===== src/rtl/mem_arb_pkg.sv =====
// rtl/mem_arb_pkg.sv - shared state encoding and requester ids for the memory arbiter
package mem_arb_pkg;

   typedef enum logic [1:0] {
      IDLE  = 2'b00,
      ISSUE = 2'b01,
      WAIT  = 2'b10,
      ACK   = 2'b11
   } arb_state_e;

   localparam logic REQ_CPU = 1'b0;
   localparam logic REQ_DBG = 1'b1;

endpackage


===== src/rtl/mem_arb_prio.sv =====
// rtl/mem_arb_prio.sv - CPU-first winner select with a starvation guard for the debug port
module mem_arb_prio
   import mem_arb_pkg::*;
#(
   parameter int STARVE_MAX = 4
) (
   input  logic clk_i,
   input  logic rst_i,
   input  logic idle_i,
   input  logic cpu_req_i,
   input  logic dbg_req_i,
   input  logic grant_i,
   output logic winner_o
);

   localparam int SW = $clog2(STARVE_MAX + 1);

   logic [SW-1:0] starve_q, starve_d;

   assign winner_o = (dbg_req_i && (!cpu_req_i || starve_q == SW'(STARVE_MAX))) ? REQ_DBG : REQ_CPU;

   // Only CPU grants taken over a waiting debug request count towards starvation.
   always_comb begin
      starve_d = starve_q;
      if (idle_i && !dbg_req_i) begin
         starve_d = '0;
      end else if (grant_i) begin
         if (winner_o == REQ_DBG) begin
            starve_d = '0;
         end else if (starve_q != SW'(STARVE_MAX)) begin
            starve_d = starve_q + 1'b1;
         end
      end
   end

   always_ff @(posedge clk_i or posedge rst_i) begin
      if (rst_i) begin
         starve_q <= '0;
      end else begin
         starve_q <= starve_d;
      end
   end

endmodule


===== src/rtl/mem_arbiter.sv =====
// rtl/mem_arbiter.sv - serialises CPU and debug accesses onto one memory port with read latency
// Optional grant/conflict counters are built when MEM_ARBITER_PERF_EN is defined.
module mem_arbiter
   import mem_arb_pkg::*;
#(
   parameter int AW         = 32,
   parameter int DW         = 32,
   parameter int READ_LAT   = 1,
   parameter int STARVE_MAX = 4
) (
   input  logic          cclk,
   input  logic          rst,
   input  logic          cpu_req,
   input  logic          cpu_we,
   input  logic [AW-1:0] cpu_addr,
   input  logic [DW-1:0] cpu_wdata,
   output logic          cpu_ack,
   output logic [DW-1:0] cpu_rdata,
   input  logic          dbg_req,
   input  logic          dbg_we,
   input  logic [AW-1:0] dbg_addr,
   input  logic [DW-1:0] dbg_wdata,
   output logic          dbg_ack,
   output logic [DW-1:0] dbg_rdata,
   output logic          mem_en,
   output logic          mem_we,
   output logic [AW-1:0] mem_addr,
   output logic [DW-1:0] mem_wdata,
   input  logic [DW-1:0] mem_rdata,
   output logic          busy,
   output logic [31:0]   cpu_grant_cnt,
   output logic [31:0]   dbg_grant_cnt,
   output logic [31:0]   conflict_cnt
);

   localparam int LW = $clog2(READ_LAT + 1);

   arb_state_e    state_q, state_d;
   logic          winner_q, winner_d;
   logic          we_q, we_d;
   logic [LW-1:0] lat_q, lat_d;
   logic          mem_en_q, mem_en_d;
   logic          mem_we_q, mem_we_d;
   logic [AW-1:0] mem_addr_q, mem_addr_d;
   logic [DW-1:0] mem_wdata_q, mem_wdata_d;
   logic          cpu_ack_q, cpu_ack_d;
   logic          dbg_ack_q, dbg_ack_d;
   logic [DW-1:0] cpu_rdata_q, cpu_rdata_d;
   logic [DW-1:0] dbg_rdata_q, dbg_rdata_d;
   logic          idle;
   logic          grant;
   logic          winner;

   assign idle = (state_q == IDLE);

   mem_arb_prio #(
      .STARVE_MAX(STARVE_MAX)
   ) u_prio (
      .clk_i    (cclk),
      .rst_i    (rst),
      .idle_i   (idle),
      .cpu_req_i(cpu_req),
      .dbg_req_i(dbg_req),
      .grant_i  (grant),
      .winner_o (winner)
   );

   // The memory address/data registers double as the latched request, so they are loaded at grant.
   always_comb begin
      state_d     = state_q;
      winner_d    = winner_q;
      we_d        = we_q;
      lat_d       = lat_q;
      mem_en_d    = 1'b0;
      mem_we_d    = 1'b0;
      mem_addr_d  = mem_addr_q;
      mem_wdata_d = mem_wdata_q;
      cpu_ack_d   = 1'b0;
      dbg_ack_d   = 1'b0;
      cpu_rdata_d = cpu_rdata_q;
      dbg_rdata_d = dbg_rdata_q;
      grant       = 1'b0;
      case (state_q)
         IDLE: begin
            if (cpu_req || dbg_req) begin
               grant       = 1'b1;
               winner_d    = winner;
               we_d        = (winner == REQ_DBG) ? dbg_we : cpu_we;
               mem_en_d    = 1'b1;
               mem_we_d    = we_d;
               mem_addr_d  = (winner == REQ_DBG) ? dbg_addr : cpu_addr;
               mem_wdata_d = (winner == REQ_DBG) ? dbg_wdata : cpu_wdata;
               state_d     = ISSUE;
            end
         end
         ISSUE: begin
            if (we_q) begin
               state_d   = ACK;
               cpu_ack_d = (winner_q == REQ_CPU);
               dbg_ack_d = (winner_q == REQ_DBG);
            end else begin
               state_d = WAIT;
               lat_d   = LW'(READ_LAT);
            end
         end
         WAIT: begin
            if (lat_q == LW'(1)) begin
               if (winner_q == REQ_CPU) begin
                  cpu_rdata_d = mem_rdata;
               end else begin
                  dbg_rdata_d = mem_rdata;
               end
               cpu_ack_d = (winner_q == REQ_CPU);
               dbg_ack_d = (winner_q == REQ_DBG);
               state_d   = ACK;
            end else begin
               lat_d = lat_q - 1'b1;
            end
         end
         ACK: begin
            state_d = IDLE;
         end
         default: begin
            state_d = IDLE;
         end
      endcase
   end

   always_ff @(posedge cclk or posedge rst) begin
      if (rst) begin
         state_q     <= IDLE;
         winner_q    <= REQ_CPU;
         we_q        <= 1'b0;
         lat_q       <= '0;
         mem_en_q    <= 1'b0;
         mem_we_q    <= 1'b0;
         mem_addr_q  <= '0;
         mem_wdata_q <= '0;
         cpu_ack_q   <= 1'b0;
         dbg_ack_q   <= 1'b0;
         cpu_rdata_q <= '0;
         dbg_rdata_q <= '0;
      end else begin
         state_q     <= state_d;
         winner_q    <= winner_d;
         we_q        <= we_d;
         lat_q       <= lat_d;
         mem_en_q    <= mem_en_d;
         mem_we_q    <= mem_we_d;
         mem_addr_q  <= mem_addr_d;
         mem_wdata_q <= mem_wdata_d;
         cpu_ack_q   <= cpu_ack_d;
         dbg_ack_q   <= dbg_ack_d;
         cpu_rdata_q <= cpu_rdata_d;
         dbg_rdata_q <= dbg_rdata_d;
      end
   end

   assign mem_en    = mem_en_q;
   assign mem_we    = mem_we_q;
   assign mem_addr  = mem_addr_q;
   assign mem_wdata = mem_wdata_q;
   assign cpu_ack   = cpu_ack_q;
   assign dbg_ack   = dbg_ack_q;
   assign cpu_rdata = cpu_rdata_q;
   assign dbg_rdata = dbg_rdata_q;
   assign busy      = !idle;

`ifdef MEM_ARBITER_PERF_EN
   logic [31:0] cpu_grant_cnt_q, dbg_grant_cnt_q, conflict_cnt_q;

   always_ff @(posedge cclk or posedge rst) begin
      if (rst) begin
         cpu_grant_cnt_q <= '0;
         dbg_grant_cnt_q <= '0;
         conflict_cnt_q  <= '0;
      end else begin
         if (grant && winner == REQ_CPU) cpu_grant_cnt_q <= cpu_grant_cnt_q + 32'd1;
         if (grant && winner == REQ_DBG) dbg_grant_cnt_q <= dbg_grant_cnt_q + 32'd1;
         if (idle && cpu_req && dbg_req) conflict_cnt_q <= conflict_cnt_q + 32'd1;
      end
   end

   assign cpu_grant_cnt = cpu_grant_cnt_q;
   assign dbg_grant_cnt = dbg_grant_cnt_q;
   assign conflict_cnt  = conflict_cnt_q;
`else
   assign cpu_grant_cnt = '0;
   assign dbg_grant_cnt = '0;
   assign conflict_cnt  = '0;
`endif

endmodule


===== config.mk =====
export PLATFORM = sky130hd
export DESIGN_NAME = mem_arbiter
export DESIGN_NICKNAME = d
export VERILOG_FILES = /design/src/rtl/mem_arb_pkg.sv /design/src/rtl/mem_arb_prio.sv /design/src/rtl/mem_arbiter.sv
export SDC_FILE = /design/constraint.sdc
export NUM_CORES = 1
export LEC_CHECK = 0
export ABC_CLOCK_PERIOD_IN_PS = 10200
export BUFFER_PORTS_ARGS = -buffer_cell sky130_fd_sc_hd__clkbuf_2
export CORE_AREA = 2 2 155 157
export CTS_BUF_LIST = sky130_fd_sc_hd__clkbuf_16
export CTS_CLUSTER_SIZE = 10
export DETAILED_ROUTE_END_ITERATION = 16
export DIE_AREA = 0 0 157 159
export PLACE_DENSITY_LB_ADDON = 0.25
export SYNTH_ARGS = -nofsm -noshare
export SYNTH_HDL_FRONTEND = slang
export SYNTH_SLANG_ARGS = --single-unit

===== constraint.sdc =====
create_clock -name cclk -period 10.2 [get_ports cclk]
set_input_delay 2.04 -clock cclk [delete_from_list [all_inputs] [get_ports cclk]]
set_output_delay 2.04 -clock cclk [all_outputs]
set_load 0.05 [all_outputs]

After elaboration in Yosys (flattened, before gate mapping)
Index checks and enable logic that the tools add are counted. Widths: inputs -> output; s select.

Word-level logic and storage cells: 66. Register bits after elaboration: 140. Input bits: 166.

Muxes and demuxes: 25. Bitwise logic cells: 1. Reduce and logical (&&, ||, !) cells: 17. Add/subtract/negate cells: 2. Equal/unequal tests: 8.

Operators with widths (number): $mux 32 (2); $mux 1 (13); $mux 3 (4); $pmux 2 s4 (1); $reduce_and 2->1 (4); $pmux 1 s2 (3); $reduce_and 3->1 (2); $eq 2x2->1 const B (2); $mux 2 (2); $ne 2x2->1 const B (2); $reduce_bool 2->1 (2); $add 3x1->3 const B (1); $eq 3x3->1 const B (1); $logic_not 1->1 (3); $ne 3x3->1 const B (1); $reduce_bool 3->1 (1); $eq 2x1->1 const B (1); $logic_and 1x1->1 (2); $logic_not 2->1 (1); $logic_or 1x1->1 (2); $ne 2x1->1 const B (1); $not 1->1 (1); $sub 1x1->1 const B (1).

Depth between registers and ports, before layout
Depth in word-level cells: 7. Depth in mapped cells: 8. Mapped depth without buffers: 6.

Hierarchy
A second synthesis with hierarchy kept.

Cells, all modules: 577. Area, all modules: 6716.4 µm².

By module, submodules not included: mem_arbiter (cells an instance 550, times used 1, seq. area each 3428.3 µm², area an instance 6472.5 µm²); mem_arb_prio (cells an instance 27, times used 1, seq. area each 75.1 µm², area an instance 244.0 µm²).

Worst setup path before layout
No wires, ideal clock.

Path type: flip-flop to output port. Start: register state_q[0]. End: output port busy. Data arrival time: 1.052 ns. Path buffers: 0. Cell stages (with the launch flop): 4. Path slack: 7.108 ns. Cells stage by stage: dfrtp_1 -> inv_1 -> ha_1 -> inv_1.

Cells in the longest elaborated chain, start to end: 2.

Ends and longest elaborated chain: start: declaration (line mem_arbiter.sv:38) `arb_state_e state_q, state_d;`; start signal: assignment (line mem_arbiter.sv:144) `state_q <= state_d;`; $logic_not 2->1 (line mem_arbiter.sv:54) `assign idle = (state_q == IDLE);`; $logic_not 1->1 (line mem_arbiter.sv:167) `assign busy = !idle;`; end: declaration (line mem_arbiter.sv:30) `output logic busy,`.

No other way between the ends.

Worst setup path after layout
Same ends and word-level chain as after synthesis.

==> results_tabular.tex <==
\begin{tabular}{lr}
\hline
Metric & Value \\
\hline
\multicolumn{2}{l}{\textbf{Outcome}} \\
Outcome & complete, no violations \\
\multicolumn{2}{l}{\textbf{Placed design}} \\
HPWL reported at the end of detailed placement & 14500 um \\
Cells after DPL & 1231 \\
Input/output buffers & 298 \\
Placer Congestion & 0.751 \\
\multicolumn{2}{l}{\textbf{Floorplan}} \\
Starting utilization of the core area & 0.297 \\
Die outline height & 159 um \\
Number of top-level pins & 395 \\
Area of the die & 0.0250 mm2 \\
Std-Cell Core Area & 0.0232 mm2 \\
Width of the die & 157 um \\
Number of rows created at floorplan & 56 \\
\multicolumn{2}{l}{\textbf{Worst setup path}} \\
Endpoint required time on the critical path & 8.16 ns \\
Element type at the critical path end & primary output \\
Worst setup SP type & register \\
Type of the worst setup path & reg -> out \\
Endpoint arrival time on the critical path & 2.23 ns \\
Register-to-Register Setup Slack & 7.54 ns \\
Crit path max fanout & 67 \\
\multicolumn{2}{l}{\textbf{Drt}} \\
Detailed-routing iteration count for the pre-antenna-repair pass & 4 \\
Post-detailed-route DRC marker count & 0 \\
Via density per instance & 4.46 \\
Number of DRC markers in iteration 0 & 186 \\
Wire length per cell after detailed routing & 16.1 um \\
Via count & 5626 \\
Total wirelength of the detailed-routed design & 20400 um \\
Number of nets still failing antenna checks after routing & 0 \\
\multicolumn{2}{l}{\textbf{Pwr}} \\
P\_leak & 4.34 nW \\
Power density of the placed cells & 405 mW/mm2 \\
Worst vdd ir & 0.000174 V \\
\multicolumn{2}{l}{\textbf{Layout}} \\
Leading cell type in the layout, fill and taps excluded & sky130\_fd\_sc\_hd\_\_clkbuf\_2 \\
Fill cell instance count of the final layout & 2389 \\
Core Util, Final & 0.382 \\
Net count of the finished layout & 1103 \\
Signed area change from the synthesized netlist to the final layout & 28.5\% \\
Top library cells by usage in the layout, fill and taps aside & 298 x sky130\_fd\_sc\_hd\_\_clkbuf\_2, 140 x sky130\_fd\_sc\_hd\_\_dfrtp\_1, 133 x sky130\_fd\_sc\_hd\_\_nand2\_1, 96 x sky130\_fd\_sc\_hd\_\_conb\_1 \\
Count of antenna diodes in the layout & 0 \\
Count of non-filler cells in the finished layout & 1262 \\
Fraction of layout instances using a drive strength above 1 & 0.375 \\
\multicolumn{2}{l}{\textbf{Logic synthesis}} \\
Post-synth design cell area & 0.00690 mm2 \\
Most instantiated flip-flop cell in the synthesis netlist & sky130\_fd\_sc\_hd\_\_dfrtp\_1 \\
Fraction of registers with async set/reset & 1.00 \\
Number of warnings issued by yosys & 0 \\
Synthesis-stage register bit count & 140 \\
Sequential share of the synthesized area & 0.508 \\
Number of library cell types mapped by synthesis & 34 \\
Area share of the leading cell type in the synthesized netlist & 0.508 \\
Count of mapped cells out of synthesis & 656 \\
Library cell occupying the most area in the post-synthesis netlist & sky130\_fd\_sc\_hd\_\_dfrtp\_1 \\
Post-synth EDFFs & 0 \\
Cell types with the largest area share after synthesis & sky130\_fd\_sc\_hd\_\_dfrtp\_1 51\%, sky130\_fd\_sc\_hd\_\_buf\_4 11\%, sky130\_fd\_sc\_hd\_\_mux2\_1 9.8\% \\
Mean cell area of the mapped netlist & 10.5 um2 \\
\multicolumn{2}{l}{\textbf{Clock network}} \\
Total clock sinks & 140 \\
Clock-pin slew reported for the worst setup and hold paths after clock tree synthesis & 0.06 ns \\
Hold-fix buffers, CTS & 0 \\
Clock latency on the worst-skew pair & 0.42 ns \\
Clock tree root buffer cell & sky130\_fd\_sc\_hd\_\_clkbuf\_16 \\
CTS resizes & 0 \\
Post CTS Setup Buffer Count & 0 \\
Buffer levels on the longest clock path & 2 \\
Number of H-tree levels & 4 \\
Number of clock buffers inserted by TritonCTS & 17 \\
Clock tree from TritonCTS & built \\
\multicolumn{2}{l}{\textbf{GRT}} \\
Initial antenna violation count & 0 \\
Vias in the first global route & 5444 \\
Remaining global-route overflow & 0 \\
Global-route wire length before repair & 31100 um \\
Overall Global Routing Usage & 0.161 \\
Pin count of the biggest net entering global routing & 99 \\
\multicolumn{2}{l}{\textbf{STA}} \\
TNS Setup & 0 ns \\
Minimum period implied by the final worst setup slack & 4.27 ns \\
Highest Clock Rate & 0.234 GHz \\
Transition time at the pin with the least slew margin & 0.912 ns \\
Final critical-path share of the clock period & 0.419 \\
Worst rel slew slack & 0.391 \\
Unrepaired setup endpoints after global routing & false \\
Number of failing hold endpoints at the final stage & 0 \\
Final setup vio count & 0 \\
Final Slew Violations & 0 \\
Worst Clk Skew & 0.0140 ns \\
\multicolumn{2}{l}{\textbf{Min path}} \\
Hold Path Class & reg -> reg \\
\multicolumn{2}{l}{\textbf{Run}} \\
Max Cap Viol & 0 \\
\hline
\end{tabular}
-- final timing paths --
path	start	to	cells after the start
setup / recovery	state_q[0]	busy	5
min in group asynchronous	rst	mem_wdata[2]	2
hold reg to reg	dbg_rdata[27]	dbg_rdata[27]	1
max in group asynchronous	rst	mem_addr[31]	3
hold / removal	dbg_rdata[27]	dbg_rdata[27]	1
setup reg to reg	state_q[0]	mem_addr[13]	8
-- power by group --
part           internal, mW  total [mW]  leakage [nW]  switching, mW
Combinational         0.446        1.97          2.38           1.53
Sequential            0.833       0.977          1.68          0.144
Clock                 0.385       0.641         0.289          0.256
Total                  1.66        3.59          4.34           1.93
-- metal layers --
layer	global-route usage	wire length [um]	up-vias
met5	0	0	-
met4	0.0592	446	0
met3	0.0476	1590	22
met2	0.266	9810	245
met1	0.198	8530	2704
li1	-	-	2655
-- cells in the mapped netlist, types with 2 or more instances --
| library cell | instances |
|---|---|
| sky130_fd_sc_hd__buf_2 | 26 |
| sky130_fd_sc_hd__nor2_1 | 4 |
| sky130_fd_sc_hd__buf_1 | 2 |
| sky130_fd_sc_hd__inv_2 | 3 |
| sky130_fd_sc_hd__nand2b_1 | 2 |
| sky130_fd_sc_hd__nand2_1 | 133 |
| sky130_fd_sc_hd__nand4_1 | 64 |
| sky130_fd_sc_hd__o211ai_1 | 64 |
| sky130_fd_sc_hd__o22ai_1 | 2 |
| sky130_fd_sc_hd__mux2_1 | 60 |
| sky130_fd_sc_hd__dfrtp_1 | 140 |
| sky130_fd_sc_hd__nand3_1 | 4 |
| sky130_fd_sc_hd__ha_1 | 6 |
| sky130_fd_sc_hd__mux2_2 | 6 |
| sky130_fd_sc_hd__o21ai_0 | 2 |
| sky130_fd_sc_hd__inv_1 | 7 |
| sky130_fd_sc_hd__clkbuf_1 | 14 |
| sky130_fd_sc_hd__buf_4 | 101 |
-- worst max-delay path: stages, from the launching register on --
cell and delay [ns]:
sky130_fd_sc_hd__dfrtp_1 0.42, sky130_fd_sc_hd__inv_1 0.12, sky130_fd_sc_hd__ha_2 0.17, sky130_fd_sc_hd__buf_4 0.56, sky130_fd_sc_hd__inv_1 0.24, sky130_fd_sc_hd__clkbuf_2 0.30
-- cells by family after synthesis --
logic type,count (synthesis),share of synthesized area
compound gates,78,0.0856
fa+ha+maj,6,0.0109
buf+inv,154,0.145
flops,140,0.508
mux,67,0.109
other cells,1,0.000544
simple gates,210,0.141
-- per-stage QoR --
stage               worst slack, ns  power (mW)  hold WS (ns)  cell area [um2]
finish                         5.93        3.59         0.487             8860
global route                   5.73        3.81         0.498             8860
CTS                            5.82        3.65         0.495             8860
detailed placement             5.80        3.00         0.480             8270
global placement               5.86        2.98         0.473             8270
floorplan                      4.41        2.53         0.443             7250
-- sequential cells by signal (all words and copies together) (netlist names), 2 cells and up --
register and cells:
cpu_rdata 32, dbg_rdata 32, mem_addr 32, mem_wdata 32
u_prio.starve_q 3, state_q 2
-- layout make-up --
type / instances / area, um2 / area share
Clock buffer: 17 / 425 / 0.0480
Clock inverter: 14 / 170 / 0.0192
Inverter: 10 / 42.5 / 0.00480
Multi-Input combinational cell: 457 / 2780 / 0.313
Sequential cell: 140 / 3500 / 0.395
Tap cell: 319 / 399 / 0.0450
Timing Repair Buffer: 305 / 1540 / 0.174
Power figures use the tool's default switching activity.
